**src/rtl/seq_shift_add_multiplier_pkg.sv**
```systemverilog
`default_nettype none
// ============================================================================
// Module      : seq_shift_add_multiplier_pkg
// Description : Shared definitions for the sequential shift-add multiplier:
//               FSM state encoding and width helper functions.
// Contents    : state_e       - ST_IDLE / ST_RUN, explicit 1-bit encoding
//               count_width   - bits needed to hold an iteration count 0..N
//               product_width - product / accumulator width (2N)
// Revision    : 1.0 - initial release
// ============================================================================
package seq_shift_add_multiplier_pkg;

  // Two-state controller: waiting for an operand pair, or retiring bits.
  typedef enum logic [0:0] {
    ST_IDLE = 1'b0,
    ST_RUN  = 1'b1
  } state_e;

  // The counter is loaded with N itself, so it must represent N, not N-1.
  function automatic int count_width(input int n);
    return $clog2(n + 1);
  endfunction

  // 2N bits hold any N x N product: (2^N-1)^2 < 2^2N.
  function automatic int product_width(input int n);
    return 2 * n;
  endfunction

endpackage : seq_shift_add_multiplier_pkg
`default_nettype wire

```
**src/rtl/seq_shift_add_multiplier_operand_abs.sv**
```systemverilog
`default_nettype none
// ============================================================================
// Module      : mul_operand_abs
// Description : N-bit two's-complement magnitude extractor. When signed_i is
//               set and the operand is negative, returns its negation and
//               flags the sign; otherwise passes the operand through.
//               The most negative value -2^(N-1) yields magnitude 2^(N-1),
//               which is representable as an unsigned N-bit quantity.
// Ports       : val_i    in  N  operand
//               signed_i in  1  1 = interpret val_i as two's complement
//               mag_o    out N  unsigned magnitude
//               neg_o    out 1  1 = operand was negative
// Revision    : 1.0 - initial release
// ============================================================================
module mul_operand_abs #(
  parameter int N = 8
) (
  input  logic [N-1:0] val_i,
  input  logic         signed_i,
  output logic [N-1:0] mag_o,
  output logic         neg_o
);

  always_comb begin
    neg_o = signed_i & val_i[N-1];
    mag_o = neg_o ? (~val_i + N'(1)) : val_i;
  end

endmodule : mul_operand_abs
`default_nettype wire

```
**src/rtl/seq_shift_add_multiplier.sv**
```systemverilog
`default_nettype none
// ============================================================================
// Module      : seq_shift_add_multiplier
// Description : Sequential shift-add multiplier. Accepts two N-bit operands
//               on an init/ready handshake, retires one multiplier bit per
//               clock and returns a 2N-bit product with a one-cycle
//               finished strobe. The product register holds its value until
//               the next finished strobe.
// Parameters  : N          operand width (>= 2), product is 2N bits
//               EARLY_EXIT 1 = stop once remaining multiplier bits are zero
// Build macro : SEQ_MUL_SIGNED_EN - adds the signed_mode port and signed
//               (two's complement) multiplication via magnitude + sign.
// Ports       : clk         in  1   clock, rising edge
//               rst_n       in  1   asynchronous active-low reset
//               init        in  1   start request, honoured while ready=1
//               input_a     in  N   multiplicand, sampled with init
//               input_b     in  N   multiplier, sampled with init
//               signed_mode in  1   (SEQ_MUL_SIGNED_EN) signed operands
//               ready       out 1   controller idle, init will be accepted
//               finished    out 1   one-cycle result-valid strobe
//               result      out 2N  product
// Revision    : 1.0 - initial release
// ============================================================================
module seq_shift_add_multiplier
  import seq_shift_add_multiplier_pkg::*;
#(
  parameter int N          = 8,
  parameter bit EARLY_EXIT = 1'b0
) (
  input  logic           clk,
  input  logic           rst_n,
  input  logic           init,
  input  logic [N-1:0]   input_a,
  input  logic [N-1:0]   input_b,
`ifdef SEQ_MUL_SIGNED_EN
  input  logic           signed_mode,
`endif
  output logic           ready,
  output logic           finished,
  output logic [2*N-1:0] result
);

  localparam int PW = product_width(N);
  localparam int CW = count_width(N);

  // --------------------------------------------------------------------------
  // Operand conditioning: the datapath below is purely unsigned. In signed
  // builds the magnitudes are multiplied and the sign is applied at the end.
  // --------------------------------------------------------------------------
  logic [N-1:0] op_a;
  logic [N-1:0] op_b;
  logic         op_neg;

`ifdef SEQ_MUL_SIGNED_EN
  logic neg_a;
  logic neg_b;

  mul_operand_abs #(.N(N)) u_abs_a (
    .val_i    (input_a),
    .signed_i (signed_mode),
    .mag_o    (op_a),
    .neg_o    (neg_a)
  );

  mul_operand_abs #(.N(N)) u_abs_b (
    .val_i    (input_b),
    .signed_i (signed_mode),
    .mag_o    (op_b),
    .neg_o    (neg_b)
  );

  assign op_neg = neg_a ^ neg_b;
`else
  assign op_a   = input_a;
  assign op_b   = input_b;
  assign op_neg = 1'b0;
`endif

  // --------------------------------------------------------------------------
  // State
  // --------------------------------------------------------------------------
  state_e          state_q,    state_d;
  logic [PW-1:0]   mcand_q,    mcand_d;
  logic [N-1:0]    mplier_q,   mplier_d;
  logic [PW-1:0]   acc_q,      acc_d;
  logic [CW-1:0]   count_q,    count_d;
  logic [PW-1:0]   result_q,   result_d;
  logic            finished_q, finished_d;
`ifdef SEQ_MUL_SIGNED_EN
  logic            neg_q,      neg_d;
`endif

  // Partial-product sum for the current multiplier bit.
  logic [PW-1:0] acc_sum;
  logic          last_iter;

  always_comb begin
    acc_sum = acc_q + (mplier_q[0] ? mcand_q : {PW{1'b0}});
    // Either the fixed iteration budget is spent, or (optionally) every
    // multiplier bit that would be consumed later is zero, so acc_sum is
    // already the final product.
    last_iter = (count_q == CW'(1)) ||
                (EARLY_EXIT && (mplier_q[N-1:1] == {(N-1){1'b0}}));
  end

  // --------------------------------------------------------------------------
  // Next-state / datapath logic
  // --------------------------------------------------------------------------
  always_comb begin
    state_d    = state_q;
    mcand_d    = mcand_q;
    mplier_d   = mplier_q;
    acc_d      = acc_q;
    count_d    = count_q;
    result_d   = result_q;
    finished_d = 1'b0;
`ifdef SEQ_MUL_SIGNED_EN
    neg_d      = neg_q;
`endif

    unique case (state_q)
      ST_IDLE: begin
        if (init) begin
          mcand_d  = {{(PW-N){1'b0}}, op_a};
          mplier_d = op_b;
          acc_d    = {PW{1'b0}};
          count_d  = CW'(N);
          state_d  = ST_RUN;
`ifdef SEQ_MUL_SIGNED_EN
          neg_d    = op_neg;
`endif
        end
      end

      ST_RUN: begin
        acc_d    = acc_sum;
        mcand_d  = mcand_q << 1;
        mplier_d = mplier_q >> 1;
        count_d  = count_q - CW'(1);
        if (last_iter) begin
`ifdef SEQ_MUL_SIGNED_EN
          result_d = neg_q ? ({PW{1'b0}} - acc_sum) : acc_sum;
`else
          result_d = acc_sum;
`endif
          finished_d = 1'b1;
          state_d    = ST_IDLE;
        end
      end

      default: begin
        state_d = ST_IDLE;
      end
    endcase
  end

  // --------------------------------------------------------------------------
  // Registers
  // --------------------------------------------------------------------------
  always_ff @(posedge clk or negedge rst_n) begin
    if (!rst_n) begin
      state_q    <= ST_IDLE;
      mcand_q    <= {PW{1'b0}};
      mplier_q   <= {N{1'b0}};
      acc_q      <= {PW{1'b0}};
      count_q    <= {CW{1'b0}};
      result_q   <= {PW{1'b0}};
      finished_q <= 1'b0;
`ifdef SEQ_MUL_SIGNED_EN
      neg_q      <= 1'b0;
`endif
    end else begin
      state_q    <= state_d;
      mcand_q    <= mcand_d;
      mplier_q   <= mplier_d;
      acc_q      <= acc_d;
      count_q    <= count_d;
      result_q   <= result_d;
      finished_q <= finished_d;
`ifdef SEQ_MUL_SIGNED_EN
      neg_q      <= neg_d;
`endif
    end
  end

  // op_neg only feeds the sign register in signed builds.
  logic unused_ok;
  assign unused_ok = op_neg;

  assign ready    = (state_q == ST_IDLE);
  assign finished = finished_q;
  assign result   = result_q;

endmodule : seq_shift_add_multiplier
`default_nettype wire
```
**config.mk**
```make
export PLATFORM = sky130hd
export DESIGN_NAME = seq_shift_add_multiplier
export DESIGN_NICKNAME = d
export VERILOG_FILES = /design/src/rtl/seq_shift_add_multiplier_pkg.sv /design/src/rtl/seq_shift_add_multiplier_operand_abs.sv /design/src/rtl/seq_shift_add_multiplier.sv
export SDC_FILE = /design/constraint.sdc
export NUM_CORES = 1
export LEC_CHECK = 0
export BUFFER_PORTS_ARGS = -buffer_cell sky130_fd_sc_hd__buf_2
export CAP_MARGIN = 20
export CORE_MARGIN = 2
export CORE_UTILIZATION = 58
export DETAILED_ROUTE_END_ITERATION = 16
export PLACE_DENSITY = 0.79
export REMOVE_ABC_BUFFERS = 1
export SLEW_MARGIN = 40
export SYNTH_ARGS = -nofsm -noshare
export SYNTH_HDL_FRONTEND = slang
export SYNTH_SLANG_ARGS = --single-unit
```
**constraint.sdc**
```tcl
create_clock -name clk -period 3.3 [get_ports clk]
set_input_delay 0.33 -clock clk [delete_from_list [all_inputs] [get_ports clk]]
set_output_delay 0.33 -clock clk [all_outputs]
set_load 0.01 [all_outputs]
```
==> results.cfg <==
[worst_hold_path]
hp-class = primary input to flop

[clocking]
cts_tree = done
cts_root_buf = clkbuf_8
cts_buffers = 9
path_clk_slew_ns = 0.06
postCtsSetupBuffers = 0
htree_num_levels = 3
clkLatencyLatePin_ns = 0.34
clock_sinks = 62
cts.path.max_buffers = 2

[route]
wl_um = 6260
wl_per_cell_um = 14.2
final_antenna_net_count = 0
initialDrtViolationCount = 89
firstDrtPassIters = 4
vias_per_cell = 5.45
dr_total_vias = 2398
drcViolationCount = 0

[yosys]
synth_top_area_cell = dfrtp_1
synth_area_leaders = dfrtp_1 (48%), nand2_1 (8.2%), o21ai_0 (7.0%)
yosysMostFrequentCell = nand2_1
synth_edf_count = 0
synth_common_cells = nand2_1 (70), dfrtp_1 (62), o21ai_0 (45), ha_1 (17)
syn_avg_cell_area_um2 = 9.87
synth_top_area_share_pct = 48.4
yosys_most_used_dff = dfrtp_1
async_reset_ff_share_pct = 100
synth-seq-area-share_pct = 48.4
netlist_instances = 325
yosys_warnings = 0
ys_ff_latch = 62
netlist_area_um2 = 3210
synth_cell_types = 41

[timing]
worst_pin_slew_ns = 0.701
finClkSkew_ns = 0.00476
hold_viol = 0
setup_slack_ns = 0.483
fmax_ghz = 0.355
fin_tns_setup_ns = 0
max_slew_margin_pct = 52.9
post-route-period-util_pct = 85.4
rsz0062_at_grt = false
finalMaxSlewViolations = 0
setup_viol = 0
fin_crit_ns = 2.82

[finish]
fin_cells = 440
register_area_um2 = 1550
antenna_cells = 0
num-nets-final = 400
post-route-cell-area_um2 = 3630
area_growth_syn_to_layout_pct = 13.1
drive_gt1_share_pct = 17.9
multi_input_area_um2 = 1570
n_fill_cell = 443

[place]
dp_hpwl_um = 4340
io_buffers = 36
place.gp.congestion = 0.856
place_ws_ns = 0.519
placed_cell_area_um2 = 3450
placed_cells = 423

[floorplanning]
die_w_um = 78.4
core_area_um2 = 5440
dieHeight_um = 78.4
die-area_um2 = 6140
rows = 27
initial_utilization_pct = 59.0
io_pins = 37

[flow_run]
cap_violations = 0

[worst_setup_path]
criticalPathCategory = flop to flop
critical_path_arrival_ns = 3.02
worstPathMaxFanout = 17
start_kind = flop
critPathRequiredTime_ns = 3.50
end_kind = flop

[global_route]
antenna_found_initial = 0
grt_max_degree = 48
grt_pass1_vias = 2437
grt_usage_pct = 22.8
grt.overflow.total = 0
grt_pass1_wl_um = 10900

[pwr]
p_leak_uw = 0.00183
total_power_uw = 2890
power.density_nw_per_um2 = 796
irDropWorstVdd_uv = 428

[run_status]
run_status = complete, no violations
-- cell usage in the layout, fill, tap and decap left out, types with 2 or more instances in the layout --
| cell | instances |
|---|---|
| buf_2 | 36 |
| nand3_1 | 4 |
| o21ai_0 | 45 |
| xor2_1 | 8 |
| nor2_1 | 8 |
| a21oi_2 | 2 |
| a31oi_1 | 2 |
| a22o_1 | 4 |
| inv_1 | 7 |
| dfrtp_1 | 62 |
| a21oi_1 | 10 |
| clkbuf_8 | 10 |
| clkinv_2 | 5 |
| nor3_1 | 3 |
| and2_1 | 16 |
| ha_1 | 17 |
| xnor2_1 | 8 |
| o22ai_1 | 3 |
| mux2i_1 | 16 |
| buf_4 | 4 |
| o21ai_1 | 5 |
| nand2_1 | 70 |
| mux2_2 | 2 |
-- worst paths after layout --
check / from / end / slack (ns) / cells after the start
setup reg to reg: mplier_q[0] / acc_q[10] / 0.48 / 10
hold reg to reg: result[11] / result[11] / 0.47 / 2
min in group asynchronous: rst_n / result[8] / 0.51 / 2
setup / recovery: mplier_q[0] / acc_q[10] / 0.48 / 10
max in group asynchronous: rst_n / mplier_q[0] / 1.90 / 3
hold / removal: input_a[0] / mcand_q[0] / 0.24 / 3
-- power by group --
| part | total (uW) | leakage (uW) | internal [uW] | switching (uW) |
|---|---|---|---|---|
| registers | 1270 | 0.000815 | 1060 | 205 |
| logic | 1050 | 0.000918 | 424 | 621 |
| clock network | 575 | 0.0000926 | 286 | 288 |
| total | 2890 | 0.00183 | 1780 | 1110 |
-- flip-flops by register name, summed over array words and instances, names as in the netlist --
| register | count |
|---|---|
| count_q | 4 |
| mcand_q | 16 |
| acc_q | 16 |
| mplier_q | 8 |
| state_q | 1 |
| finished | 1 |
| result | 16 |
-- kinds of logic (layout without fill, tap and decap cells) --
group,count (synthesis),count (layout),synth area share (%)
and+or+nand+nor,105,105,14.2
xor gates and xnor gates,17,17,5.07
DFF,62,62,48.4
buffers and inverters,22,65,2.69
adders and majority gates,18,18,7.25
AOI/OAI and AO/OA,83,83,16.7
muxes,18,18,5.69
-- worst max-delay path, stage by stage (launching register included) --
cell	delay, ns
dfrtp_1	0.53
and2_1	0.22
ha_1	0.20
fa_1	0.41
a21oi_1	0.23
o22ai_1	0.14
nor2_2	0.18
o21ai_1	0.13
a311oi_1	0.33
xor2_1	0.21
o21ai_0	0.09
-- layer usage --
| metal | part of all wire, % | GRT usage [%] | vias to the layer above |
|---|---|---|---|
| met3 | 4.4 | 5.75 | 9 |
| met4 | 1.1 | 11.6 | 0 |
| li1 | - | - | 1203 |
| met1 | 48 | 29.9 | 1138 |
| met5 | 0 | 0 | - |
| met2 | 47 | 35.3 | 48 |
-- per-stage QoR --
stage | util [%] | hold slack, ns
after global routing | 66.7 | 0.242
after global placement | 63.5 | 0.331
after floorplan | - | 0.0344
after detailed placement | 63.5 | 0.346
after CTS | 66.7 | 0.228
final | 66.7 | 0.240
-- final cells by class --
cell class	count	area share (%)
Clock buffer	11	3.90
Clock inverter	5	0.690
Inverter	8	0.828
Multi-Input combinational cell	241	43.3
Sequential cell	62	42.8
Tap cell	72	2.48
Timing Repair Buffer	41	6.07
-- timing repair --
item | 4_1_cts | 5_1_grt
endpoints found under the hold margin | 23 | 0
gates resized for setup | 0 | 0
hold buffers | 1 | 0
(Power assumes the default switching activity.)
